`src/rtl/r_id_restore_unit_pkg.sv`:
```
// Shared widths and FSM encoding for the R-path ID restore stage.
package r_id_restore_unit_pkg;

    localparam int unsigned DEF_ID_WIDTH        = 4;
    localparam int unsigned DEF_DATA_WIDTH      = 32;
    localparam int unsigned DEF_RESP_WIDTH      = 2;
    localparam int unsigned DEF_BEAT_CNT_WIDTH  = 8;

    typedef enum logic [1:0] {
        ST_IDLE   = 2'd0,
        ST_LOOKUP = 2'd1,
        ST_SEND   = 2'd2,
        ST_FREE   = 2'd3
    } state_t;

endpackage

```
`src/rtl/r_id_restore_unit_cache.sv`:
```
// Single-entry UID -> original ID cache with registered contents and a combinational match.
module r_id_restore_unit_cache #(
    parameter int unsigned ID_WIDTH = 4
) (
    input  logic                clk,
    input  logic                rst,
    input  logic                load,
    input  logic [ID_WIDTH-1:0] load_uid,
    input  logic [ID_WIDTH-1:0] load_oid,
    input  logic                inval,
    input  logic [ID_WIDTH-1:0] query_uid,
    output logic                valid,
    output logic [ID_WIDTH-1:0] uid,
    output logic [ID_WIDTH-1:0] oid,
    output logic                hit_c
);

    always_ff @(posedge clk or negedge rst) begin
        if (!rst) begin
            valid <= 1'b0;
            uid   <= '0;
            oid   <= '0;
        end else if (load) begin
            valid <= 1'b1;
            uid   <= load_uid;
            oid   <= load_oid;
        end else if (inval) begin
            valid <= 1'b0;
        end
    end

    assign hit_c = valid && (query_uid == uid);

endmodule

```
`src/rtl/r_id_restore_unit.sv`:
```
// Restores the original R-channel ID from a UID tag, one beat in flight, freeing the UID on the last beat.
module r_id_restore_unit
    import r_id_restore_unit_pkg::*;
#(
    parameter int unsigned ID_WIDTH       = DEF_ID_WIDTH,
    parameter int unsigned DATA_WIDTH     = DEF_DATA_WIDTH,
    parameter int unsigned RESP_WIDTH     = DEF_RESP_WIDTH,
    parameter int unsigned BEAT_CNT_WIDTH = DEF_BEAT_CNT_WIDTH
) (
    input  logic                      clk,
    input  logic                      rst,
    input  logic                      r_in_valid,
    output logic                      r_in_ready,
    input  logic [ID_WIDTH-1:0]       r_in_id,
    input  logic [DATA_WIDTH-1:0]     r_in_data,
    input  logic [RESP_WIDTH-1:0]     r_in_resp,
    input  logic                      r_in_last,
    output logic                      r_out_valid,
    input  logic                      r_out_ready,
    output logic [ID_WIDTH-1:0]       r_out_id,
    output logic [DATA_WIDTH-1:0]     r_out_data,
    output logic [RESP_WIDTH-1:0]     r_out_resp,
    output logic                      r_out_last,
    output logic                      lookup_req,
    output logic [ID_WIDTH-1:0]       lookup_uid,
    input  logic                      lookup_gnt,
    input  logic [ID_WIDTH-1:0]       orig_id,
    output logic                      free_req,
    output logic [ID_WIDTH-1:0]       free_uid,
    input  logic                      free_gnt,
    output logic [BEAT_CNT_WIDTH-1:0] beat_cnt
);

    state_t                  state, state_nxt;
    logic                    hs_in, hs_out;
    logic                    cache_load, cache_inval, cache_hit_c, cache_valid;
    logic [ID_WIDTH-1:0]     cache_uid, cache_oid;
    logic [ID_WIDTH-1:0]     lat_uid;
    logic [DATA_WIDTH-1:0]   lat_data;
    logic [RESP_WIDTH-1:0]   lat_resp;
    logic                    lat_last;

    assign hs_in  = r_in_valid & r_in_ready;
    assign hs_out = r_out_valid & r_out_ready;

    r_id_restore_unit_cache #(.ID_WIDTH(ID_WIDTH)) u_cache (
        .clk       (clk),
        .rst       (rst),
        .load      (cache_load),
        .load_uid  (lat_uid),
        .load_oid  (orig_id),
        .inval     (cache_inval),
        .query_uid (r_in_id),
        .valid     (cache_valid),
        .uid       (cache_uid),
        .oid       (cache_oid),
        .hit_c     (cache_hit_c)
    );

    // Next-state and cache control; grants outside their state fall through to defaults.
    always_comb begin
        state_nxt   = state;
        cache_load  = 1'b0;
        cache_inval = 1'b0;
        case (state)
            ST_IDLE: begin
                if (hs_in) state_nxt = cache_hit_c ? ST_SEND : ST_LOOKUP;
            end
            ST_LOOKUP: begin
                if (lookup_gnt) begin
                    cache_load = 1'b1;
                    state_nxt  = ST_SEND;
                end
            end
            ST_SEND: begin
                if (hs_out) state_nxt = lat_last ? ST_FREE : ST_IDLE;
            end
            ST_FREE: begin
                if (free_gnt) begin
                    cache_inval = 1'b1;
                    state_nxt   = ST_IDLE;
                end
            end
            default: state_nxt = ST_IDLE;
        endcase
    end

    // State register; handshake/request outputs are registered decodes of the next state.
    always_ff @(posedge clk or negedge rst) begin
        if (!rst) begin
            state       <= ST_IDLE;
            r_in_ready  <= 1'b1;
            r_out_valid <= 1'b0;
            lookup_req  <= 1'b0;
            free_req    <= 1'b0;
        end else begin
            state       <= state_nxt;
            r_in_ready  <= (state_nxt == ST_IDLE);
            r_out_valid <= (state_nxt == ST_SEND);
            lookup_req  <= (state_nxt == ST_LOOKUP);
            free_req    <= (state_nxt == ST_FREE);
        end
    end

    // Beat capture and per-burst counter; a cache (re)load starts a fresh burst count.
    always_ff @(posedge clk or negedge rst) begin
        if (!rst) begin
            lat_uid  <= '0;
            lat_data <= '0;
            lat_resp <= '0;
            lat_last <= 1'b0;
            beat_cnt <= '0;
        end else begin
            if (hs_in) begin
                lat_uid  <= r_in_id;
                lat_data <= r_in_data;
                lat_resp <= r_in_resp;
                lat_last <= r_in_last;
            end
            if (cache_load || cache_inval) begin
                beat_cnt <= '0;
            end else if (hs_out) begin
                beat_cnt <= beat_cnt + BEAT_CNT_WIDTH'(1);
            end
        end
    end

    assign r_out_id   = cache_oid;
    assign r_out_data = lat_data;
    assign r_out_resp = lat_resp;
    assign r_out_last = lat_last;
    assign lookup_uid = lat_uid;
    assign free_uid   = cache_uid;

endmodule

```
`config.mk`:
```
export PLATFORM = sky130hd
export DESIGN_NAME = r_id_restore_unit
export DESIGN_NICKNAME = d
export VERILOG_FILES = /design/src/rtl/r_id_restore_unit_pkg.sv /design/src/rtl/r_id_restore_unit_cache.sv /design/src/rtl/r_id_restore_unit.sv
export SDC_FILE = /design/constraint.sdc
export NUM_CORES = 1
export LEC_CHECK = 0
export ABC_AREA = 1
export CAP_MARGIN = 40
export CORE_UTILIZATION = 30
export CTS_CLUSTER_SIZE = 28
export DETAILED_ROUTE_END_ITERATION = 16
export PLACE_DENSITY = 0.63
export SLEW_MARGIN = 25
export SYNTH_ARGS = -nofsm -noshare
export SYNTH_HDL_FRONTEND = slang
export SYNTH_HIERARCHICAL = 1
export SYNTH_SLANG_ARGS = --single-unit
export TNS_END_PERCENT = 50
```
`constraint.sdc`:
```
create_clock -name clk -period 2.85 [get_ports clk]
set_input_delay 0.285 -clock clk [delete_from_list [all_inputs] [get_ports clk]]
set_output_delay 0.285 -clock clk [all_outputs]
set_load 0.02 [all_outputs]
```
=== After elaboration in Yosys (flattened, before gate mapping) ===
Cells that the tools add are included.

* Register bits: 62
* Input port bits: 49
* Output and inout bits: 59
* Word-level logic and storage cells: 44

* Add/subtract/negate cells: 1
* Equality and inequality tests: 7
* Multiplexer cells: 15
* Bitwise logic cells: 2
* Reduce and logical (&&, ||, !) cells: 6

{| class="wikitable"
|+ Operator list
! cell !! number
|-
| $mux W8 || 2
|-
| $mux W2 || 6
|-
| $add A8 B1 Y8 const B || 1
|-
| $eq A2 B2 Y1 const B || 4
|-
| $pmux W2 S4 || 1
|-
| $mux W1 || 6
|-
| $eq A2 B1 Y1 const B || 2
|-
| $eq A4 B4 Y1 || 1
|-
| $logic_not A2 Y1 || 2
|-
| $reduce_bool A2 Y1 || 2
|-
| $and A1 B1 Y1 || 2
|-
| $logic_and A1 B1 Y1 || 1
|-
| $logic_or A1 B1 Y1 || 1
|}

=== Depth between registers and ports, before layout ===
* Depth after elaboration: 6
* Gate-level depth with buffers: 11
* Gate-level depth less buffers: 11

=== Cells and area by module ===
The synthesis kept the hierarchy.

{| class="wikitable"
|+ By module, submodules not included
! module !! instances !! cells each !! area an instance (um^2) !! sequential area each (um^2)
|-
| r_id_restore_unit || 1 || 259 || 2170.8 || 1327.5
|-
| r_id_restore_unit_cache || 1 || 53 || 421.7 || 225.2
|}

=== Worst setup path after synthesis ===
Ideal clock, no wire load.

* Kind: reg2reg
* From: register r_in_ready
* To: register lat_data[10] (netlist: r_out_data[10])
* Library setup time: 0.065 ns
* Data arrival time: 1.180 ns
* Setup slack: 1.605 ns
* Stages on the path, launching flop included: 7
* Cells stage by stage: dfstp_2 -> nand2_1 -> inv_2 -> buf_2 -> buf_4 -> nand2_1 -> nand2_1

* Word-level cells in the longest chain between the ends: 1

{| class="wikitable"
|+ Ends and longest elaborated chain
! element !! line !! RTL
|-
| from (decl) || r_id_restore_unit.sv:13 || <nowiki>output logic r_in_ready,</nowiki>
|-
| from (signal assigned) || r_id_restore_unit.sv:98 || <nowiki>r_in_ready <= (state_nxt == ST_IDLE);</nowiki>
|-
| $and A1 B1 Y1 || r_id_restore_unit.sv:43 || <nowiki>assign hs_in = r_in_valid & r_in_ready;</nowiki>
|-
| to (signal assigned) || r_id_restore_unit.sv:116 || <nowiki>lat_data <= r_in_data;</nowiki>
|-
| to (decl) || r_id_restore_unit.sv:39 || <nowiki>logic [DATA_WIDTH-1:0] lat_data;</nowiki>
|}

No other way between the ends.
A chain may end at the register's enable or synchronous reset.

=== Worst setup path in the final report ===
* From: register r_in_ready
* To: output port r_in_ready

No word-level cell between the ends.

==> run_results.csv <==
group,metric,value,unit
logic_synthesis,synth_area_per_cell,8.31,um2
floorplan,io_pins,108,
detailed_routing,num_vias,2328,
global_route,grt_pass1_vias,2327,
finish,drive_above_1_share,7.89,%
placement,post-dp-hpwl,4590,um
logic_synthesis,yosysMostFrequentCell,"nand2_1",
timing,layout_setup_ws,1.08,ns
detailed_routing,drc,0,
global_route,grt_max_degree,40,
timing,final_hold_viol_count,0,
pwr,ir_worst_vdd,485,uV
timing,timing.final.crit_period,1.77,ns
clock_tree,insertion_delay,0.34,ns
placement,dp_slack,1.16,ns
logic_synthesis,synth_top_area_share,58.9,%
detailed_routing,first_pass_iters,4,
logic_synthesis,postSynthCellCount,312,
floorplan,num_rows,33,
critical_path,r2r-end,"r_out_data[12]",
timing,slew_violations,0,
timing,fmax,566,MHz
critical_path,max_stage_delay,0.60,ns
critical_path,rr_worst_depth,5,
logic_synthesis,synth_cell_types,24,
critical_path,critPathLaunchType,"flop",
finish,diodes,0,
critical_path,worst-r2r-setup-slack,1.41,ns
worst_hold_path,min_path_type,"input pin to async pin",
critical_path,crit_chain,"clkdlybuf4s50_1",
clock_tree,numCtsBuffers,9,
placement,portBuffers,107,
detailed_routing,vias_per_cell,4.34,
logic_synthesis,synth_ff_type,"dfrtp_1",
detailed_routing,drt_wl_total,6400,um
floorplan,design.die.area,0.00902,mm2
logic_synthesis,yosys.area.top_type,"dfrtp_1",
clock_tree,cts_setup_buffers,0,
detailed_routing,drt_iter0_drc,93,
clock_tree,htree_levels,3,
clock_tree,tritoncts,"done",
global_route,antenna_found_initial,0,
timing,tns,0,ns
critical_path,cp.arrival,1.48,ns
timing,tightest_slew,0.457,ns
detailed_routing,wl_per_cell,11.9,um
timing,finClkSkew,0.00859,ns
critical_path,critical_path_buf_inv_count,1,
logic_synthesis,syn_area,0.00259,mm2
timing,slew_headroom,69.6,%
logic_synthesis,synth_top_cells_by_count,"nand2_1 (160), dfrtp_1 (61), inv_1 (24)",
floorplan,die_y,95.0,um
logic_synthesis,synthTopCellsByArea,"dfrtp_1 (59%), nand2_1 (23%), inv_1 (3.5%), nor2_1 (2.9%), nand3_1 (1.7%)",
logic_synthesis,async_reset_ff_share,100,%
clock_tree,root_buffer,"clkbuf_8",
timing,finalSetupViolCount,0,
global_route,gr-total-overflow,0,
pwr,power_density,1100,mW/mm2
pwr,p_leak,2.00,nW
critical_path,cp_slowest_cell,"clkdlybuf4s50_1",
logic_synthesis,syn_nets,362,
global_route,grt_pass1_wl,10600,um
clock_tree,path_clk_slew,0.07,ns
outcome,status,"completed",
critical_path,crit_required,2.57,ns
floorplan,die_w,95.0,um
critical_path,path_class,"flop to primary output",
flow_run,maxCapViolCount,0,
timing,fin_crit_sh,62.0,%
clock_tree,clock-sinks,62,
finish,fin_nets,476,
floorplan,core_area,0.00830,mm2
critical_path,crit_path_end_kind,"primary output",
critical_path,crit_family,"buffers and inverters",
floorplan,initial_core_util,31.2,%
placement,gp_congestion,0.794,
critical_path,rr_startpoint,"r_in_ready",
logic_synthesis,yosysWarnings,6,
logic_synthesis,synth_edf_count,0,
global_route,grt_util_all_layers,15.3,%
critical_path,worst-path-max-fanout,2,
logic_synthesis,synth_seq_cells,62,
timing,grt_setup_unrepaired,"false",
logic_synthesis,yosysSeqAreaShare,59.9,%
finish,synthToLayoutAreaGrowth,54.4,%
detailed_routing,final_antenna_net_count,0,
clock_tree,clock_path_buffers,2,
[metrics by stage]
stage	cells	utilization [%]	area, um2	hold slack, ns	power [mW]
4_1_cts	536	48.2	4000	0.424	4.47
3_3_place_gp	519	45.4	3770	0.259	3.54
2_1_floorplan	312	-	2590	-0.0106	2.56
6_report	536	48.2	4000	0.427	4.40
3_5_place_dp	519	45.4	3770	0.263	3.57
5_1_grt	536	48.2	4000	0.448	4.71
[how the worst max path moves through the flow]
stage                     from  slack, ns  depth (start not counted)              to
floorplan           r_in_ready       1.61                          6  r_out_data[10]
global placement    lookup_gnt       1.17                          6  u_cache/oid[0]
detailed placement  r_in_id[3]       1.16                         11      r_in_ready
CTS                 r_in_ready       1.05                          1      r_in_ready
global route        r_in_ready       1.04                          1      r_in_ready
finish              r_in_ready       1.08                          1      r_in_ready
[per-layer routing]
metal,share of wire [%],track usage [%],up-vias,wire (um)
met5,0,0,-,0
met4,1.1,4.55,0,70
met3,7.3,6.36,8,465
met2,46,24.3,67,2930
met1,46,19.0,1080,2930
li1,-,-,1173,-
[flip-flops by register name, summed over array words and instances, names as in the netlist]
name and count:
r_out_data 32, lookup_uid 4, u_cache/uid 4, u_cache/valid 1, lookup_req 1, state 2
beat_cnt 8, u_cache/oid 4, r_in_ready 1, r_out_valid 1, r_out_last 1, r_out_resp 2
free_req 1
[cell families after synthesis]
| group | count (synthesis) | share of synthesized area [%] |
|---|---|---|
| buf+inv | 37 | 5.98 |
| flops | 62 | 59.9 |
| compound gates | 12 | 3.14 |
| fa+ha+maj | 1 | 0.483 |
| simple gates | 200 | 30.5 |
[area by class of cell]
type	instances	area, um2
Clock buffer	10	138
Clock inverter	6	85.1
Fill cell	836	4300
Inverter	28	105
Multi-Input combinational cell	213	885
Sequential cell	62	1550
Tap cell	105	131
Timing Repair Buffer	112	1110
[placed cells by master, fill, tap and decap left out, types with 2 or more instances in the layout]
cell and instances:
buf_4 4, clkdlybuf4s50_1 106, nor2_1 20, o21ai_2 4, dfrtp_1 61, clkinvlp_4 2
inv_1 24, clkinv_2 2, nor3_1 3, nand4_1 4, clkbuf_8 10, o21ai_0 3
nand2_1 160, nand3_1 9, inv_2 4, bufinv_16 2, a21oi_1 2
[timing repair]
item | 4_1_cts | 5_1_grt
hold buffers | 1 | 0
setup endpoints to repair | 0 | 0
hold endpoints to repair | 17 | 0
gates resized for setup | 0 | 0
[where the power goes]
| group | switching, mW | total, mW | internal (mW) |
|---|---|---|---|
| sequential | 0.259 | 1.54 | 1.28 |
| clock | 0.353 | 0.866 | 0.513 |
| combinational | 1.08 | 2.00 | 0.918 |
| total | 1.69 | 4.40 | 2.71 |
(Power assumes the default switching activity.)
